$ cat src/rtl/i2s_pkg.sv
// Shared types and constants for the I2S audio transmitter.
// Frame geometry, stereo pair layout and underrun counter width.
package i2s_pkg;

    localparam int AUDIO_DW_DEF    = 16;
    localparam int I2S_FRAME_SLOTS = 2 * AUDIO_DW_DEF;
    localparam int UNDERRUN_CNT_W  = 16;

    typedef struct packed {
        logic [15:0] l;
        logic [15:0] r;
    } stereo_pair_t;

endpackage

$ cat src/rtl/i2s_audio_tx_clk_gen.sv
// I2S bit/word clock generator: divider, bck, fall strobe,
// slot counter and lrck. All serial timing derives from fall.
module i2s_clk_gen
    import i2s_pkg::*;
#(
    parameter int CLK_DIV = 8,
    parameter int SLOTS   = I2S_FRAME_SLOTS
) (
    input  logic clk_sys,
    input  logic reset_n,
    output logic bck,
    output logic lrck,
    output logic fall,
    output logic frame
);

    localparam int DIV_W  = $clog2(CLK_DIV);
    localparam int SLOT_W = $clog2(SLOTS);
    localparam logic [DIV_W-1:0]  DIV_LAST  = DIV_W'(CLK_DIV - 1);
    localparam logic [SLOT_W-1:0] SLOT_LAST = SLOT_W'(SLOTS - 1);
    localparam logic [SLOT_W-1:0] SLOT_HALF = SLOT_W'(SLOTS / 2);

    logic [DIV_W-1:0]  div_cnt;
    logic [SLOT_W-1:0] slot;
    logic [SLOT_W-1:0] slot_nxt;
    logic              wrap;

    assign wrap     = (div_cnt == DIV_LAST);
    assign fall     = wrap & bck;
    assign frame    = fall & (slot == SLOT_LAST);
    assign slot_nxt = (slot == SLOT_LAST) ? '0 : slot + SLOT_W'(1);

    // Half-period divider; bck toggles on each wrap for a 50% duty cycle.
    always_ff @(posedge clk_sys or negedge reset_n) begin
        if (!reset_n) begin
            div_cnt <= '0;
            bck     <= 1'b0;
        end else if (wrap) begin
            div_cnt <= '0;
            bck     <= ~bck;
        end else begin
            div_cnt <= div_cnt + DIV_W'(1);
        end
    end

    // Slot counter advances on bck falls; lrck follows the new slot half.
    always_ff @(posedge clk_sys or negedge reset_n) begin
        if (!reset_n) begin
            slot <= SLOT_LAST;
            lrck <= 1'b0;
        end else if (fall) begin
            slot <= slot_nxt;
            lrck <= (slot_nxt >= SLOT_HALF);
        end
    end

endmodule

$ cat src/rtl/i2s_audio_tx.sv
// I2S stereo transmitter with one-pair holding register and underrun repeat.
// Optional macro I2S_UNDERRUN_CNT_EN adds a saturating underrun_cnt output.
module i2s_audio_tx
    import i2s_pkg::*;
#(
    parameter int CLK_DIV  = 8,
    parameter int AUDIO_DW = 16
) (
    input  logic                clk_sys,
    input  logic                reset_n,
    input  logic [AUDIO_DW-1:0] sample_l,
    input  logic [AUDIO_DW-1:0] sample_r,
    input  logic                sample_valid,
    output logic                sample_ready,
    output logic                i2s_bck,
    output logic                i2s_lrck,
    output logic                i2s_data,
    output logic                underrun
`ifdef I2S_UNDERRUN_CNT_EN
    ,
    output logic [UNDERRUN_CNT_W-1:0] underrun_cnt
`endif
);

    localparam int PW = 2 * AUDIO_DW;

    logic [PW-1:0] hold_q;
    logic [PW-1:0] last_q;
    logic [PW-1:0] shift_q;
    logic [PW-1:0] shift_src;
    logic          delay_q;
    logic          fall;
    logic          frame;
    logic          accept;

    i2s_clk_gen #(
        .CLK_DIV (CLK_DIV),
        .SLOTS   (PW)
    ) u_clk_gen (
        .clk_sys (clk_sys),
        .reset_n (reset_n),
        .bck     (i2s_bck),
        .lrck    (i2s_lrck),
        .fall    (fall),
        .frame   (frame)
    );

    assign accept = sample_valid & sample_ready;

    // Frame load picks the held pair, or repeats the last one when empty.
    always_comb begin
        shift_src = shift_q;
        if (frame) begin
            shift_src = sample_ready ? last_q : hold_q;
        end
    end

    // Holding register and ready flag; a load frees it, an accept fills it.
    always_ff @(posedge clk_sys or negedge reset_n) begin
        if (!reset_n) begin
            hold_q       <= '0;
            last_q       <= '0;
            sample_ready <= 1'b1;
        end else begin
            if (frame && !sample_ready) begin
                last_q <= hold_q;
            end
            if (accept) begin
                hold_q       <= {sample_l, sample_r};
                sample_ready <= 1'b0;
            end else if (frame && !sample_ready) begin
                sample_ready <= 1'b1;
            end
        end
    end

    // Serial path with one-bck delay so the L MSB trails the lrck edge.
    always_ff @(posedge clk_sys or negedge reset_n) begin
        if (!reset_n) begin
            shift_q  <= '0;
            delay_q  <= 1'b0;
            i2s_data <= 1'b0;
            underrun <= 1'b0;
        end else begin
            underrun <= frame & sample_ready;
            if (fall) begin
                i2s_data <= delay_q;
                delay_q  <= shift_src[PW-1];
                shift_q  <= shift_src << 1;
            end
        end
    end

`ifdef I2S_UNDERRUN_CNT_EN
    // Saturating count of frames that started without fresh data.
    always_ff @(posedge clk_sys or negedge reset_n) begin
        if (!reset_n) begin
            underrun_cnt <= '0;
        end else if (frame && sample_ready && underrun_cnt != '1) begin
            underrun_cnt <= underrun_cnt + UNDERRUN_CNT_W'(1);
        end
    end
`endif

endmodule
$ cat config.mk
export PLATFORM = sky130hd
export DESIGN_NAME = i2s_audio_tx
export DESIGN_NICKNAME = d
export VERILOG_FILES = /design/src/rtl/i2s_pkg.sv /design/src/rtl/i2s_audio_tx_clk_gen.sv /design/src/rtl/i2s_audio_tx.sv
export SDC_FILE = /design/constraint.sdc
export NUM_CORES = 1
export LEC_CHECK = 0
export CORE_ASPECT_RATIO = 1.75
export CORE_MARGIN = 2
export CORE_UTILIZATION = 45
export DETAILED_ROUTE_END_ITERATION = 8
export GPL_ROUTABILITY_DRIVEN = 0
export PLACE_DENSITY = 0.67
export SYNTH_ARGS = -nofsm -noshare
export SYNTH_HDL_FRONTEND = slang
export SYNTH_SLANG_ARGS = --single-unit
$ cat constraint.sdc
create_clock -name clk_sys -period 1.9 [get_ports clk_sys]
set_clock_uncertainty 0.1 [all_clocks]
set_input_delay 0.475 -clock clk_sys [delete_from_list [all_inputs] [get_ports clk_sys]]
set_output_delay 0.475 -clock clk_sys [all_outputs]
set_load 0.05 [all_outputs]
==> impl_metrics.toml <==
[floorplanning]
dieArea_um2 = 10900
core_area_um2 = 9850
die-height_um = 137
initial_utilization_pct = 45.9
io_pins = 40
std_cell_rows = 48
die_x_um = 79.8

[logic_synthesis]
synth_edf_count = 0
yosys.area_share.simple_pct = 25.8
synth_nets = 469
synth_top_family_by_area = "simple AND/OR/NAND/NOR gates"
synth_mux_area_share_pct = 8.19
yosysWarningCount = 0
ys_top_cells_by_count = "nand2_1 (176), dfrtp_1 (103), mux2_2 (32)"
yosysTopAreaCellShare_pct = 57.0
synth_async_sr_flop_share_pct = 100
synth_fa_ha_area_share_pct = 1.11
syn_inst = 430
syn_area_per_cell_um2 = 10.5
synth_compound_area_share_pct = 0.664
syn-cell-area_um2 = 4520
ys_seq_area_share_pct = 60.5
ys_top_cells_by_area = "dfrtp_1 (57%), nand2_1 (15%), mux2_2 (8.0%)"
synth_area_leader_cell = "dfrtp_1"
synth_cell_types = 26
ys_seq_elements = 109
ys.flop_type = "dfrtp_1"
synthXorXnorAreaFrac_pct = 0.194
synth.most_common_cell = "nand2_1"

[clock_network]
cts_made_buffers = 9
clkSinkCount = 109
cts.clk_slew.worst_paths_ns = 0.07
clock_path_buffers = 2
cts_root_buf = "clkbuf_16"
clk_latency_ns = 0.35
cts_tree = "built"
htree_levels = 3

[layout]
register_area_um2 = 2740
drive_gt1_share_pct = 19.8
fill_cells = 846
multi_input_area_um2 = 1690
nNetsFinal = 515
n_antenna_cell = 0
area_growth_pct = 22.8

[detailed_routing]
ant_nets = 0
drt_pass1_iterations = 5
vias = 3227
drc = 0
wl_um = 9380
via_per_inst = 5.33
first_iter_violations = 211
wire_per_inst_um = 15.5

[timing]
slew_violations = 0
rsz0062_at_grt = "true"
period_share_pct = 97.7
worst_pin_slew_ns = 0.343
fin_crit_ns = 1.86
tns_ns = 0
hold_viol_final = 0
finalSetupViolCount = 0
fmax_mhz = 539
relSlewSlack_pct = 77.1

[global_routing]
grt_usage_pct = 18.9
grt_pass1_wl_um = 15800
antenna_found_initial = 0
overflow = 0
grt_max_degree = 39
grt_pass1_vias = 3402

[power_and_ir_drop]
total_power_uw = 4390
ir_drop_mv = 0.497
p_leak_uw = 0.00268
powerDensity_nw_per_um2 = 791

[setup_path]
worstSetupStartpointType = "flip-flop"
crit_type = "reg2reg"
r2r_setup_slack_ns = 0.04
crit_required_ns = 2.08
cp_max_fo = 8
cp.arrival_ns = 2.03
endpoint_kind = "flip-flop"

[placed_design]
numPortBuffers = 39
dp_hpwl_um = 6080

[run_status]
status = "finished, final reports clean"

[job]
cap_viol_max_count = 0

[hold_path]
holdCritPathClass = "reg2reg"
==> worst max-delay path: stages, from the launching register on <==
cell,delay [ns]
dfstp_2,0.56
ha_4,0.14
and3_4,0.18
ha_4,0.16
and4b_4,0.32
clkbuf_16,0.18
nand2_1,0.07
nand4_1,0.07
==> power breakdown <==
group	internal, uW	total (uW)	switching (uW)
logic	131	202	71.6
registers	2400	2450	51.5
clock network	962	1740	775
total	3490	4390	898
==> path summary, 6_finish.rpt <==
kind / startpoint / endpoint / depth (start not counted)
worst max-delay path: u_clk_gen.slot[1] / shift_q[31] / 7
worst min-delay path: u_clk_gen.div_cnt[0] / u_clk_gen.div_cnt[0] / 1
worst max register to register: u_clk_gen.slot[1] / shift_q[31] / 7
worst min register to register: u_clk_gen.div_cnt[0] / u_clk_gen.div_cnt[0] / 1
max in group asynchronous: reset_n / u_clk_gen.slot[4] / 3
min in group asynchronous: reset_n / last_q[11] / 2
==> cells in the final DEF, fill, tap and decap left out <==
cell | Yosys | layout
clkbuf_8 | 0 | 2
clkbuf_16 | 0 | 10
nand3b_1 | 31 | 31
dfrtp_1 | 103 | 103
and4_1 | 1 | 1
nand4_1 | 31 | 31
nand2_2 | 0 | 13
ha_1 | 4 | 2
nor2b_1 | 3 | 3
buf_8 | 0 | 2
a21oi_1 | 1 | 1
buf_6 | 0 | 2
nand3_1 | 1 | 1
mux2i_1 | 1 | 1
or3_1 | 1 | 1
and4b_4 | 0 | 1
xor2_1 | 1 | 1
nand4b_1 | 1 | 1
and2_1 | 1 | 1
clkinv_2 | 0 | 1
buf_12 | 0 | 8
ha_4 | 0 | 2
nor4_1 | 1 | 1
dfstp_2 | 6 | 6
a221o_1 | 1 | 1
nor2_1 | 1 | 1
o21ai_0 | 3 | 3
and3_4 | 0 | 1
inv_1 | 1 | 1
buf_4 | 11 | 15
clkbuf_1 | 5 | 4
clkdlybuf4s50_1 | 0 | 33
nand2_1 | 176 | 163
dlygate4sd3_1 | 0 | 1
mux2_2 | 32 | 32
==> per-stage QoR <==
step	area, um2	utilization [%]	std cells	hold WS [ns]	worst slack (ns)
final	5550	56.4	606	0.338	0.0434
after global routing	5550	56.4	606	0.368	-0.0320
after CTS	5470	55.5	604	0.341	0.0210
after detailed placement	5120	52.0	585	0.303	-0.107
after global placement	5120	52.0	585	0.300	0.0000534
after floorplan	4520	-	430	0.0794	0.0368
==> per-layer routing <==
layer | routed length (um) | global-route usage, %
met1 | 3790 | 23.2
met4 | 196 | 12.8
met5 | 0 | 0
met2 | 5070 | 31.0
met3 | 334 | 2.44
==> timing repair <==
action                                 in CTS  in global routing
hold buffers                                1                  0
pin swaps                                   1                  2
cloned                                      1                  1
resized for setup                          12                 18
setup endpoints to repair                  64                 46
endpoints found under the hold margin      14                  0
buffers inserted                            1                  1
==> cell type report <==
| type | instances | share of cell area [%] |
|---|---|---|
| clock inverter | 1 | 0.0902 |
| multi-input combinational | 293 | 30.5 |
| tap | 125 | 2.82 |
| timing repair buffer | 62 | 12.4 |
| clock buffer | 15 | 4.82 |
| sequential | 109 | 49.3 |
| inverter | 1 | 0.0676 |
==> sequential cells by signal (all words and copies together) (netlist names) <==
register	count
delay_q	1
hold_q	32
i2s_data	1
last_q	32
sample_ready	1
shift_q	31
u_clk_gen.bck	1
u_clk_gen.div_cnt	3
u_clk_gen.lrck	1
u_clk_gen.slot	5
underrun	1
==> kinds of logic after synthesis <==
group,after synthesis
adder cells (fa/ha/maj),4
AO/OA/AOI/OAI,5
flip-flops,109
multiplexers,33
XOR/XNOR,1
buffers and inverters,28
AND/OR/NAND/NOR,250
No activity file was read; power rests on OpenSTA's default activity.
